`src/rtl/fp_pkg.sv`:
```
// fp_pkg: rounding-mode codes, FSM encoding and IEEE pattern helper for the FP multiplier
package fp_pkg;
  localparam logic [2:0] RM_RNE = 3'd0;
  localparam logic [2:0] RM_RZ  = 3'd1;
  localparam logic [2:0] RM_RD  = 3'd2;
  localparam logic [2:0] RM_RU  = 3'd3;
  localparam logic [2:0] RM_RMM = 3'd4;
  typedef enum logic [2:0] {
    S_IDLE = 3'd0,
    S_MUL  = 3'd1,
    S_NORM = 3'd2,
    S_RND  = 3'd3,
    S_FIN  = 3'd4
  } state_t;
  typedef enum logic [1:0] {PAT_NAN, PAT_INF, PAT_MAX} pat_t;
  function automatic logic [63:0] fp_pat(input int ew, input int mw, input pat_t kind, input logic sign);
    logic [63:0] e;
    e = ((64'd1 << ew) - 64'd1) << mw;
    return ({63'd0, sign} << (ew + mw)) | (kind == PAT_NAN ? (e | (64'd1 << (mw - 1))) :
      kind == PAT_INF ? e : ((e - (64'd1 << mw)) | ((64'd1 << mw) - 64'd1)));
  endfunction
endpackage

```
`src/rtl/fp_mant_mul_seq.sv`:
```
// fp_mant_mul_seq: shift-add mantissa multiplier; the first bit is consumed on the start edge
module fp_mant_mul_seq #(
  parameter int N = 24
) (
  input  logic           clk,
  input  logic           rst,
  input  logic           start,
  input  logic [N-1:0]   a,
  input  logic [N-1:0]   b,
  output logic           busy,
  output logic           done,
  output logic [2*N-1:0] p
);
  localparam int CW = $clog2(N);
  localparam logic [CW-1:0] LAST = CW'(N - 1);
  logic [2*N-1:0] a_sh;
  logic [N-1:0] b_sh;
  logic [CW-1:0] cnt;
  always_ff @(posedge clk) begin
    if (rst) begin
      busy <= 1'b0;
      done <= 1'b0;
      p <= '0;
    end else begin
      done <= 1'b0;
      if (start) begin
        p <= b[0] ? {{N{1'b0}}, a} : '0;
        a_sh <= {{(N-1){1'b0}}, a, 1'b0};
        b_sh <= b >> 1;
        cnt <= CW'(1);
        busy <= 1'b1;
      end else if (busy) begin
        p <= p + (b_sh[0] ? a_sh : '0);
        a_sh <= a_sh << 1;
        b_sh <= b_sh >> 1;
        cnt <= cnt + CW'(1);
        busy <= cnt != LAST;
        done <= cnt == LAST;
      end
    end
  end
endmodule

```
`src/rtl/fp_mul_seq.sv`:
```
// fp_mul_seq: multicycle IEEE-754 multiplier with subnormal flush, five rounding modes and IEEE flags
module fp_mul_seq
  import fp_pkg::*;
#(
  parameter int EW = 8,
  parameter int MW = 23,
  localparam int W = 1 + EW + MW
) (
  input  logic         clk,
  input  logic         rst,
  input  logic         act,
  input  logic [W-1:0] in1,
  input  logic [W-1:0] in2,
  input  logic [2:0]   round_m,
  output logic         busy,
  output logic         done,
  output logic [W-1:0] out,
  output logic         ov,
  output logic         un,
  output logic         inv,
  output logic         inexact
);
  localparam int N = MW + 1;
  localparam int BIAS = 2 ** (EW - 1) - 1;
  state_t state;
  logic s1, s2, nan1, nan2, inf1, inf2, zero1, zero2, special, inv_op, accept, mul_busy, mul_done;
  logic [EW-1:0] e1, e2;
  logic [MW-1:0] m1, m2;
  logic [W-1:0] sp_res, rnd_res, res_r;
  logic [2*N-1:0] prod;
  logic [2*N-2:0] nrm_r;
  logic st0_r, sign_r, g, st, inc, carry, r_ov, r_un, ov_inf;
  logic [2:0] rm_r;
  logic [EW+1:0] exp_r, exp_f;
  logic [3:0] fl_r, rnd_fl;
  logic [N:0] sum;
  assign {s1, e1, m1} = in1;
  assign {s2, e2, m2} = in2;
  assign nan1 = &e1 && |m1;
  assign nan2 = &e2 && |m2;
  assign inf1 = &e1 && ~|m1;
  assign inf2 = &e2 && ~|m2;
  assign zero1 = ~|e1;
  assign zero2 = ~|e2;
  assign special = nan1 | nan2 | inf1 | inf2 | zero1 | zero2;
  assign inv_op = (nan1 && !m1[MW-1]) || (nan2 && !m2[MW-1]) || (inf1 && zero2) || (zero1 && inf2);
  assign sp_res = (nan1 | nan2 | inv_op) ? W'(fp_pat(EW, MW, PAT_NAN, 1'b0)) :
    (inf1 | inf2) ? W'(fp_pat(EW, MW, PAT_INF, s1 ^ s2)) : {s1 ^ s2, (W-1)'(0)};
  assign busy = state != S_IDLE || done || mul_busy;
  assign accept = act && !busy;
  fp_mant_mul_seq #(.N(N)) u_mul (
    .clk(clk), .rst(rst), .start(accept && !special), .a({1'b1, m1}), .b({1'b1, m2}),
    .busy(mul_busy), .done(mul_done), .p(prod)
  );
  // nrm_r holds the hidden bit at 2N-2; everything below N-1 feeds guard/sticky
  assign g = nrm_r[N-2];
  assign st = |nrm_r[N-3:0] | st0_r;
  assign inc = rm_r == RM_RZ ? 1'b0 : rm_r == RM_RD ? sign_r & (g | st) :
    rm_r == RM_RU ? !sign_r & (g | st) : rm_r == RM_RMM ? g : g & (st | nrm_r[N-1]);
  assign sum = {1'b0, nrm_r[2*N-2:N-1]} + (N+1)'(inc);
  assign carry = sum[N];
  assign exp_f = exp_r + (EW+2)'(carry);
  assign r_ov = !exp_f[EW+1] && exp_f[EW:0] >= (EW+1)'(2 ** EW - 1);
  assign r_un = exp_f[EW+1] || exp_f == '0;
  assign ov_inf = rm_r == RM_RZ ? 1'b0 : rm_r == RM_RD ? sign_r : rm_r == RM_RU ? !sign_r : 1'b1;
  assign rnd_res = r_ov ? (ov_inf ? W'(fp_pat(EW, MW, PAT_INF, sign_r)) : W'(fp_pat(EW, MW, PAT_MAX, sign_r))) :
    r_un ? {sign_r, (W-1)'(0)} : {sign_r, exp_f[EW-1:0], carry ? sum[MW:1] : sum[MW-1:0]};
  assign rnd_fl = {r_ov, r_un, 1'b0, r_ov | r_un | g | st};
  always_ff @(posedge clk) begin
    if (rst) begin
      state <= S_IDLE;
      done <= 1'b0;
      out <= '0;
      {ov, un, inv, inexact} <= '0;
    end else begin
      done <= 1'b0;
      case (state)
        S_IDLE: if (accept) begin
          sign_r <= s1 ^ s2;
          rm_r <= round_m;
          exp_r <= {2'b00, e1} + {2'b00, e2} - (EW+2)'(BIAS);
          res_r <= sp_res;
          fl_r <= {2'b00, inv_op, 1'b0};
          state <= special ? S_FIN : S_MUL;
        end
        S_MUL: if (mul_done) state <= S_NORM;
        S_NORM: begin
          nrm_r <= prod[2*N-1] ? prod[2*N-1:1] : prod[2*N-2:0];
          st0_r <= prod[2*N-1] & prod[0];
          exp_r <= exp_r + (EW+2)'(prod[2*N-1]);
          state <= S_RND;
        end
        S_RND: begin
          res_r <= rnd_res;
          fl_r <= rnd_fl;
          state <= S_FIN;
        end
        S_FIN: begin
          out <= res_r;
          {ov, un, inv, inexact} <= fl_r;
          done <= 1'b1;
          state <= S_IDLE;
        end
        default: state <= S_IDLE;
      endcase
    end
  end
endmodule

```
`config.mk`:
```
export PLATFORM = sky130hd
export DESIGN_NAME = fp_mul_seq
export DESIGN_NICKNAME = d
export VERILOG_FILES = /design/src/rtl/fp_pkg.sv /design/src/rtl/fp_mant_mul_seq.sv /design/src/rtl/fp_mul_seq.sv
export SDC_FILE = /design/constraint.sdc
export NUM_CORES = 1
export LEC_CHECK = 0
export ABC_AREA = 1
export BUFFER_PORTS_ARGS = -buffer_cell sky130_fd_sc_hd__buf_2
export CAP_MARGIN = 15
export CORE_MARGIN = 2
export CORE_UTILIZATION = 57
export DETAILED_ROUTE_END_ITERATION = 6
export PLACE_DENSITY = 0.75
export SYNTH_ARGS = -nofsm -noshare
export SYNTH_HDL_FRONTEND = slang
export SYNTH_SLANG_ARGS = --single-unit
```
`constraint.sdc`:
```
create_clock -name clk -period 9.6 [get_ports clk]
set_clock_uncertainty 0.15 [all_clocks]
set_input_delay 1.92 -clock clk [delete_from_list [all_inputs] [get_ports clk]]
set_output_delay 1.92 -clock clk [all_outputs]
set_load 0.02 [all_outputs]
```
==> key figures, run 1 <==
Critical path
  – Crit Path Max Fanout: 79
  – Worst reg2reg path startpoint: nrm_r[1]$_DFFE_PP_
  – Slowest CP cell: nand2_1
  – R2R cell count: 26
  – Crit path kind: in2reg
  – R2r setup slk: 4.51 ns
  – Slowest Stage Delay on Critical Path: 0.78 ns
  – RR Endpoint: fl_r[0]$_SDFFCE_PN0P_
  – Worst-path cell chain: buf_2 -> inv_1 -> nand3_1 -> nor2_1 -> nor2_1 -> nand3_4 -> nand2_1 -> buf_4 -> inv_2 -> nor2_4 -> buf_4
  – Worst EP arrival: 5.47 ns
  – Critical Path Sink Type: register
  – Worst Path Required: 9.61 ns
  – Setup crit start kind: primary input

Global routing
  – Vias in the first global route: 14600
  – Total grt overflow: 0
  – GRT Util Overall: 28.10%
  – First-pass GRT wire length: 70900 um
  – Antenna violations before repair: 0
  – Largest net degree at the start of global routing: 80

Clock tree
  – Clk slew on worst S/H paths: 0.06 ns
  – Total setup buffers inserted after CTS: 0
  – Clk root buf: clkbuf_16
  – CTS H-tree lvls: 1
  – Clock Sinks: 263
  – CTS tree: yes
  – Max Buffers Root-to-Sink: 3
  – Hold Buf Count CTS: 0
  – Worst skew pair latency: 0.55 ns
  – Cts repair resizes: 0
  – CTS Buf Count: 29

Power
  – Clock group share of total power: 29.5%
  – Pwr/cell area: 194.1 nW/um2
  – Comb pwr share: 28.1%
  – VDD IR max: 0.1537 mV
  – Switch share: 34.63%
  – Leakage power: 9.437 nW
  – Sw power: 1.263 mW
  – Reg power frac: 42.4%
  – Int Pwr: 2.384 mW

Drt
  – WL final: 43070 um
  – Via density: 5.166
  – TritonRoute pass-1 iters: 5
  – Routed wire per std cell: 14.49 um
  – Iter 0 DRT Violations: 988
  – Via count: 15350
  – Routed Antenna Nets: 0
  – DRC Markers: 0

Min path
  – Worst hold path endpoint: out[7]$_SDFFE_PP0P_
  – Worst hold path depth: 2
  – Worst hold path type: reg2reg
  – Hold path start: out[7]$_SDFFE_PP0P_

Synth
  – Mapped Avg Cell Area: 6.868 um2
  – Area share of the largest cell type after synthesis: 30.49%
  – Sequential area share after synthesis: 41.06%
  – #FFs+latches synth: 263
  – Synth top cells by count: nand2_1 (874), inv_1 (401), nor2_1 (267)
  – Netlist Area Pre-Place: 17040 um2
  – Post-synth top area cell: edfxtp_1
  – Gate Count Post-Synth: 2481
  – Most common cell in the synthesized netlist: nand2_1
  – Main flop type after synthesis: edfxtp_1
  – Synth area leaders: edfxtp_1 (30%), nand2_1 (19%), dfxtp_1 (11%)
  – Ys async rst share: 0%
  – Ys Warns: 0
  – Synthesized Nets: 2621
  – Number of synthesized flops with an enable pin: 173
  – Distinct cells, synth: 48

Final layout
  – Area growth from synthesis to layout: 10.27%
  – Fill count: 2740
  – Multi-input logic area: 8200 um2
  – Nets: 2700
  – Reg area: 6997 um2
  – Diodes inserted: 0
  – Final core occ: 63.56%
  – Share of layout cells above drive strength 1: 8.288%

Outcome
  – Outcome: finished clean

Timing
  – Final setup vio count: 0
  – FMAX: 183.2 MHz
  – Tmin final: 5.458 ns
  – RSZ-0062 raised after global routing: no
  – Hold Vio Cnt, Final: 0
  – Setup TNS: 0 ns
  – Max-slew violations: 0
  – Fin crit share: 56.85%
  – Worst slew pin tran: 1.090 ns
  – Slew headroom: 27.19%

Die
  – Initial Util: 57.64%
  – Die Height: 176.9 um
  – Row Count: 63
  – Core ar.: 29560 um2
  – Die W: 176.9 um
  – Num ports: 108
  – Die ar.: 31290 um2

Place
  – GPL Wtd Cong: 0.9366
  – Port bufs: 107
  – HPWL Detailed: 33600 um

Job
  – Max-cap violations: 0
==> sequential cells by signal, indices dropped and copies added (netlist names), 3 cells and up <==
name and flops:
u_mul.p 48, nrm_r 47, u_mul.a_sh 47, out 32
res_r 32, u_mul.b_sh 23, exp_r 10, u_mul.cnt 5
fl_r 4, rm_r 3, state 3
==> final cells by class <==
type	instances	area share, %
Clock buffer	43	4.462
Clock inverter	10	0.4661
Inverter	412	8.237
Multi-Input combinational cell	1736	43.64
Sequential cell	263	37.24
Tap cell	390	2.597
Timing Repair Buffer	118	3.356
==> kinds of logic (layout without fill, tap and decap cells) <==
| group | after synthesis | count (layout) | share of synthesized area [%] |
|---|---|---|---|
| buffers and inverters | 482 | 583 | 10.96 |
| adder cells (fa/ha/maj) | 70 | 70 | 5.228 |
| AND/OR/NAND/NOR | 1365 | 1365 | 32.77 |
| AO/OA/AOI/OAI | 266 | 266 | 8.173 |
| flip-flops | 263 | 263 | 41.06 |
| XOR/XNOR | 35 | 35 | 1.799 |
==> routing by layer <==
metal	vias to the layer above	global-route usage, %	part of all wire, %
li1	7945	-	-
met1	6955	37.06	45
met2	375	48.91	47
met3	77	3.265	5.3
met4	0	7.645	2.7
met5	-	0	0
==> how the worst max path moves through the flow <==
| stage | start | end | slack, ns |
|---|---|---|---|
| floorplan | in2[24] | u_mul.a_sh[10]$_DFFE_PP_ | 2.96 |
| global placement | in2[25] | u_mul.a_sh[16]$_DFFE_PP_ | 3.69 |
| detailed placement | in2[24] | u_mul.a_sh[14]$_DFFE_PP_ | 3.64 |
| CTS | in2[24] | u_mul.a_sh[13]$_DFFE_PP_ | 4.20 |
| global route | in2[25] | u_mul.a_sh[15]$_DFFE_PP_ | 3.78 |
| finish | in2[24] | u_mul.a_sh[13]$_DFFE_PP_ | 4.14 |
==> stage by stage <==
stage | setup slack (ns) | total power, mW | hold WS, ns | std cells | area, um2
2_1_floorplan | 2.964 | 2.300 | 0.3087 | 2481 | 17040
6_report | 4.142 | 3.647 | 0.3227 | 2972 | 18790
3_5_place_dp | 3.641 | 2.576 | 0.3159 | 2918 | 17840
3_3_place_gp | 3.687 | 2.550 | 0.3052 | 2918 | 17840
5_1_grt | 3.778 | 3.866 | 0.3457 | 2972 | 18790
4_1_cts | 4.201 | 3.652 | 0.3303 | 2971 | 18770
==> worst max-delay path, delay by kind of cell <==
family                 cells  cell delay [ns]
buffers and inverters      5             1.51
and+or+nand+nor            6             1.93
==> power groups by stage <==
stage | clock [mW] | combinational, mW | sequential [mW]
final | 1.08 | 1.03 | 1.55
after global routing | 1.14 | 1.17 | 1.56
after CTS | 1.09 | 1.02 | 1.54
after detailed placement | 0 | 1.01 | 1.56
after global placement | 0 | 0.992 | 1.56
after floorplan | 0 | 0.773 | 1.53
==> cells in the final DEF, fill, tap and decap left out, types with 3 or more instances in the layout <==
| cell | instances |
|---|---|
| nand3b_1 | 5 |
| dfxtp_1 | 90 |
| and2_1 | 4 |
| nand2_2 | 5 |
| nor4_1 | 4 |
| xor2_1 | 25 |
| clkbuf_16 | 29 |
| a31oi_1 | 11 |
| nor3_1 | 20 |
| nand2_1 | 874 |
| nand4_1 | 31 |
| o21bai_1 | 8 |
| clkinv_2 | 4 |
| clkbuf_8 | 6 |
| clkbuf_1 | 8 |
| o21ai_0 | 132 |
| buf_4 | 10 |
| a21o_1 | 3 |
| a21oi_1 | 100 |
| nor2_4 | 5 |
| inv_2 | 9 |
| inv_1 | 401 |
| nand3_1 | 118 |
| edfxtp_1 | 173 |
| buf_2 | 107 |
| xnor2_1 | 10 |
| nor2_2 | 5 |
| nand2_4 | 3 |
| ha_1 | 68 |
| o21ai_1 | 3 |
| nor2_1 | 265 |
| or2_2 | 17 |
Power figures use the tool's default switching activity.
==> inputs of run 2 (changes only) <==
--- a/config.mk
+++ b/config.mk
@@ -9,9 +9,9 @@
 export BUFFER_PORTS_ARGS = -buffer_cell sky130_fd_sc_hd__buf_2
 export CAP_MARGIN = 15
 export CORE_MARGIN = 2
-export CORE_UTILIZATION = 57
+export CORE_UTILIZATION = 56
 export DETAILED_ROUTE_END_ITERATION = 6
-export PLACE_DENSITY = 0.75
+export PLACE_DENSITY = 0.76
 export SYNTH_ARGS = -nofsm -noshare
 export SYNTH_HDL_FRONTEND = slang
 export SYNTH_SLANG_ARGS = --single-unit
==> constraint.sdc (replaced) <==
create_clock -name clk -period 4.7 [get_ports clk]
set_clock_uncertainty 0.15 [all_clocks]
set_input_delay 0.94 -clock clk [delete_from_list [all_inputs] [get_ports clk]]
set_output_delay 0.94 -clock clk [all_outputs]
set_load 0.02 [all_outputs]
==> run 2 against run 1 <==
Clock-buffer cell count increased by 3. Worst hold slack improved by 0.0019 ns. Utilization increased by 0.19 points. Clock power increased by 120%. Non-clock buffer count increased by 7. Global-route usage decreased by 0.23 points. Total power increased by 110%. Critical path type is now reg2reg. Highest routed layer unchanged.
==> key figures, run 2 (synthesis gave the netlist of run 1 again) <==
Drt
  – TritonRoute pass-1 iters: 6
  – Via count: 15560
  – Routed Antenna Nets: 0
  – Iter 0 DRT Violations: 1221
  – DRC Markers: 0
  – Routed wire per std cell: 14.80 um
  – Via density: 5.213
  – WL final: 44180 um

Timing
  – FMAX: 231.9 MHz
  – Hold Vio Cnt, Final: 0
  – Worst slew pin tran: 1.117 ns
  – Fin crit share: 91.76%
  – Final setup vio count: 0
  – Tmin final: 4.313 ns
  – Slew headroom: 25.34%
  – Setup TNS: 0 ns
  – Max-slew violations: 0
  – RSZ-0062 raised after global routing: no

Final layout
  – Reg area: 6997 um2
  – Max reg flops: 48
  – Final core occ: 63.76%
  – Largest registers: u_mul.p: 48 flops, nrm_r: 47 flops, u_mul.a_sh: 47 flops
  – Most common cell after layout, fill and taps aside: nand2_1
  – Most frequent cells in the layout: nand2_1 (872), inv_1 (401), nor2_1 (262)
  – Top reg by flops: u_mul.p
  – Area growth from synthesis to layout: 11.49%
  – Share of layout cells above drive strength 1: 9.175%
  – Fill count: 2742
  – Nets: 2710
  – Multi-input logic area: 8279 um2

Clock tree
  – Worst skew pair latency: 0.57 ns
  – Clk root buf: clkbuf_16
  – Clock Sinks: 263
  – Hold Buf Count CTS: 0
  – CTS Buf Count: 30
  – CTS tree: yes
  – Max Buffers Root-to-Sink: 3
  – Clk slew on worst S/H paths: 0.06 ns
  – CTS H-tree lvls: 1

Power
  – Leakage power: 9.519 nW
  – Pwr/cell area: 405.0 nW/um2
  – Reg power frac: 41.2%
  – Sw power: 2.677 mW
  – Power Total: 7.694 mW
  – Switch share: 34.80%
  – VDD IR max: 0.3169 mV
  – Int Pwr: 5.017 mW
  – Clock group share of total power: 30.8%
  – Comb pwr share: 28.1%

Critical path
  – Crit Path Max Fanout: 8
  – Setup crit start kind: register
  – Most used cell, CP: nand2_1
  – Worst EP arrival: 4.47 ns
  – Critical Path Sink Type: register
  – Slowest Stage Delay on Critical Path: 0.36 ns
  – Crit path from: nrm_r[21]$_DFFE_PP_
  – Slowest CP cell: edfxtp_1
  – Worst reg2reg path startpoint: nrm_r[21]$_DFFE_PP_
  – Worst Path Required: 4.86 ns
  – Crit path kind: reg2reg

Job
  – Max-cap violations: 0

Outcome
  – Outcome: finished clean

Min path
  – Hold path start: out[25]$_SDFFE_PP0P_
  – Worst hold path type: reg2reg

Die
  – Initial Util: 57.18%
  – Core ar.: 29800 um2
  – Num ports: 108
  – Row Count: 63
  – Die Height: 178.4 um
  – Die ar.: 31840 um2
  – Die W: 178.4 um

Global routing
  – Antenna violations before repair: 0
  – Total grt overflow: 0
  – GRT Util Overall: 27.87%
  – First-pass GRT wire length: 70930 um
  – Vias in the first global route: 14670
  – Largest net degree at the start of global routing: 60

Place
  – Port bufs: 107
  – GPL Wtd Cong: 0.9910
  – HPWL Detailed: 33380 um
[run 2: cell types whose count changed in the layout (fill, tap and decap cells not counted), sizes merged]
| cell | before | now |
|---|---|---|
| buf | 118 | 125 |
| clkbuf | 43 | 46 |
| clkinvlp | 2 | 0 |
| bufinv | 1 | 2 |
| diode | 0 | 1 |
| inv | 412 | 413 |
| nand2 | 882 | 883 |
| nand3 | 121 | 122 |
[run 2: worst paths after layout]
kind,to,slack [ns],cells after the start
min reg2reg,out[25]$_SDFFE_PP0P_,0.32,2
max,res_r[28]$_DFFE_PP_,0.39,30
max reg2reg,res_r[28]$_DFFE_PP_,0.39,30
min,out[25]$_SDFFE_PP0P_,0.32,2
[run 2: area by class of cell]
cell class	count	area share (%)
well taps	390	2.569
clock buffers	46	4.696
inverters	412	8.147
repair buffers	125	3.517
diodes	1	0.01317
clock inverters	10	0.6455
flip-flops and latches	263	36.83
multi-input cells	1738	43.58
[run 2: routing by layer]
layer / wire (um) / vias to the layer above / track usage [%]
met3: 2645 / 91 / 2.685
met2: 20210 / 501 / 47.59
met5: 0 / - / 0
li1: - / 7970 / -
met1: 19870 / 6999 / 37.37
met4: 1450 / 0 / 8.740
[run 2: worst max-delay path, delay by kind of cell (launching register included)]
| kind | cells | cell delay [ns] |
|---|---|---|
| adder cells (fa/ha/maj) | 3 | 0.58 |
| AND/OR/NAND/NOR | 24 | 2.68 |
| flip-flops | 1 | 0.36 |
| buffers and inverters | 3 | 0.29 |
[run 2: power groups by stage]
stage	sequential (mW)	clock [mW]	combinational (mW)
finish	3.17	2.37	2.16
global route	3.19	2.48	2.45
CTS	3.15	2.40	2.12
detailed placement	3.20	0	2.10
global placement	3.18	0	2.05
floorplan	3.11	0	1.58
[run 2: what timing repair did]
action | in CTS | in global routing
setup endpoints to repair | 0 | 32
resized for setup | 0 | 16
setup buffers | 0 | 2
[run 2: per-stage QoR]
stage | cell area [um2] | cells | worst slack (ns) | hold slack (ns)
finish | 19000 | 2985 | 0.3875 | 0.3246
global route | 18990 | 2984 | 0.01479 | 0.3533
CTS | 18900 | 2979 | 0.1743 | 0.3307
detailed placement | 17880 | 2923 | 0.1831 | 0.3165
global placement | 17880 | 2923 | 0.3438 | 0.3067
floorplan | 17040 | 2481 | 0.3112 | 0.3087
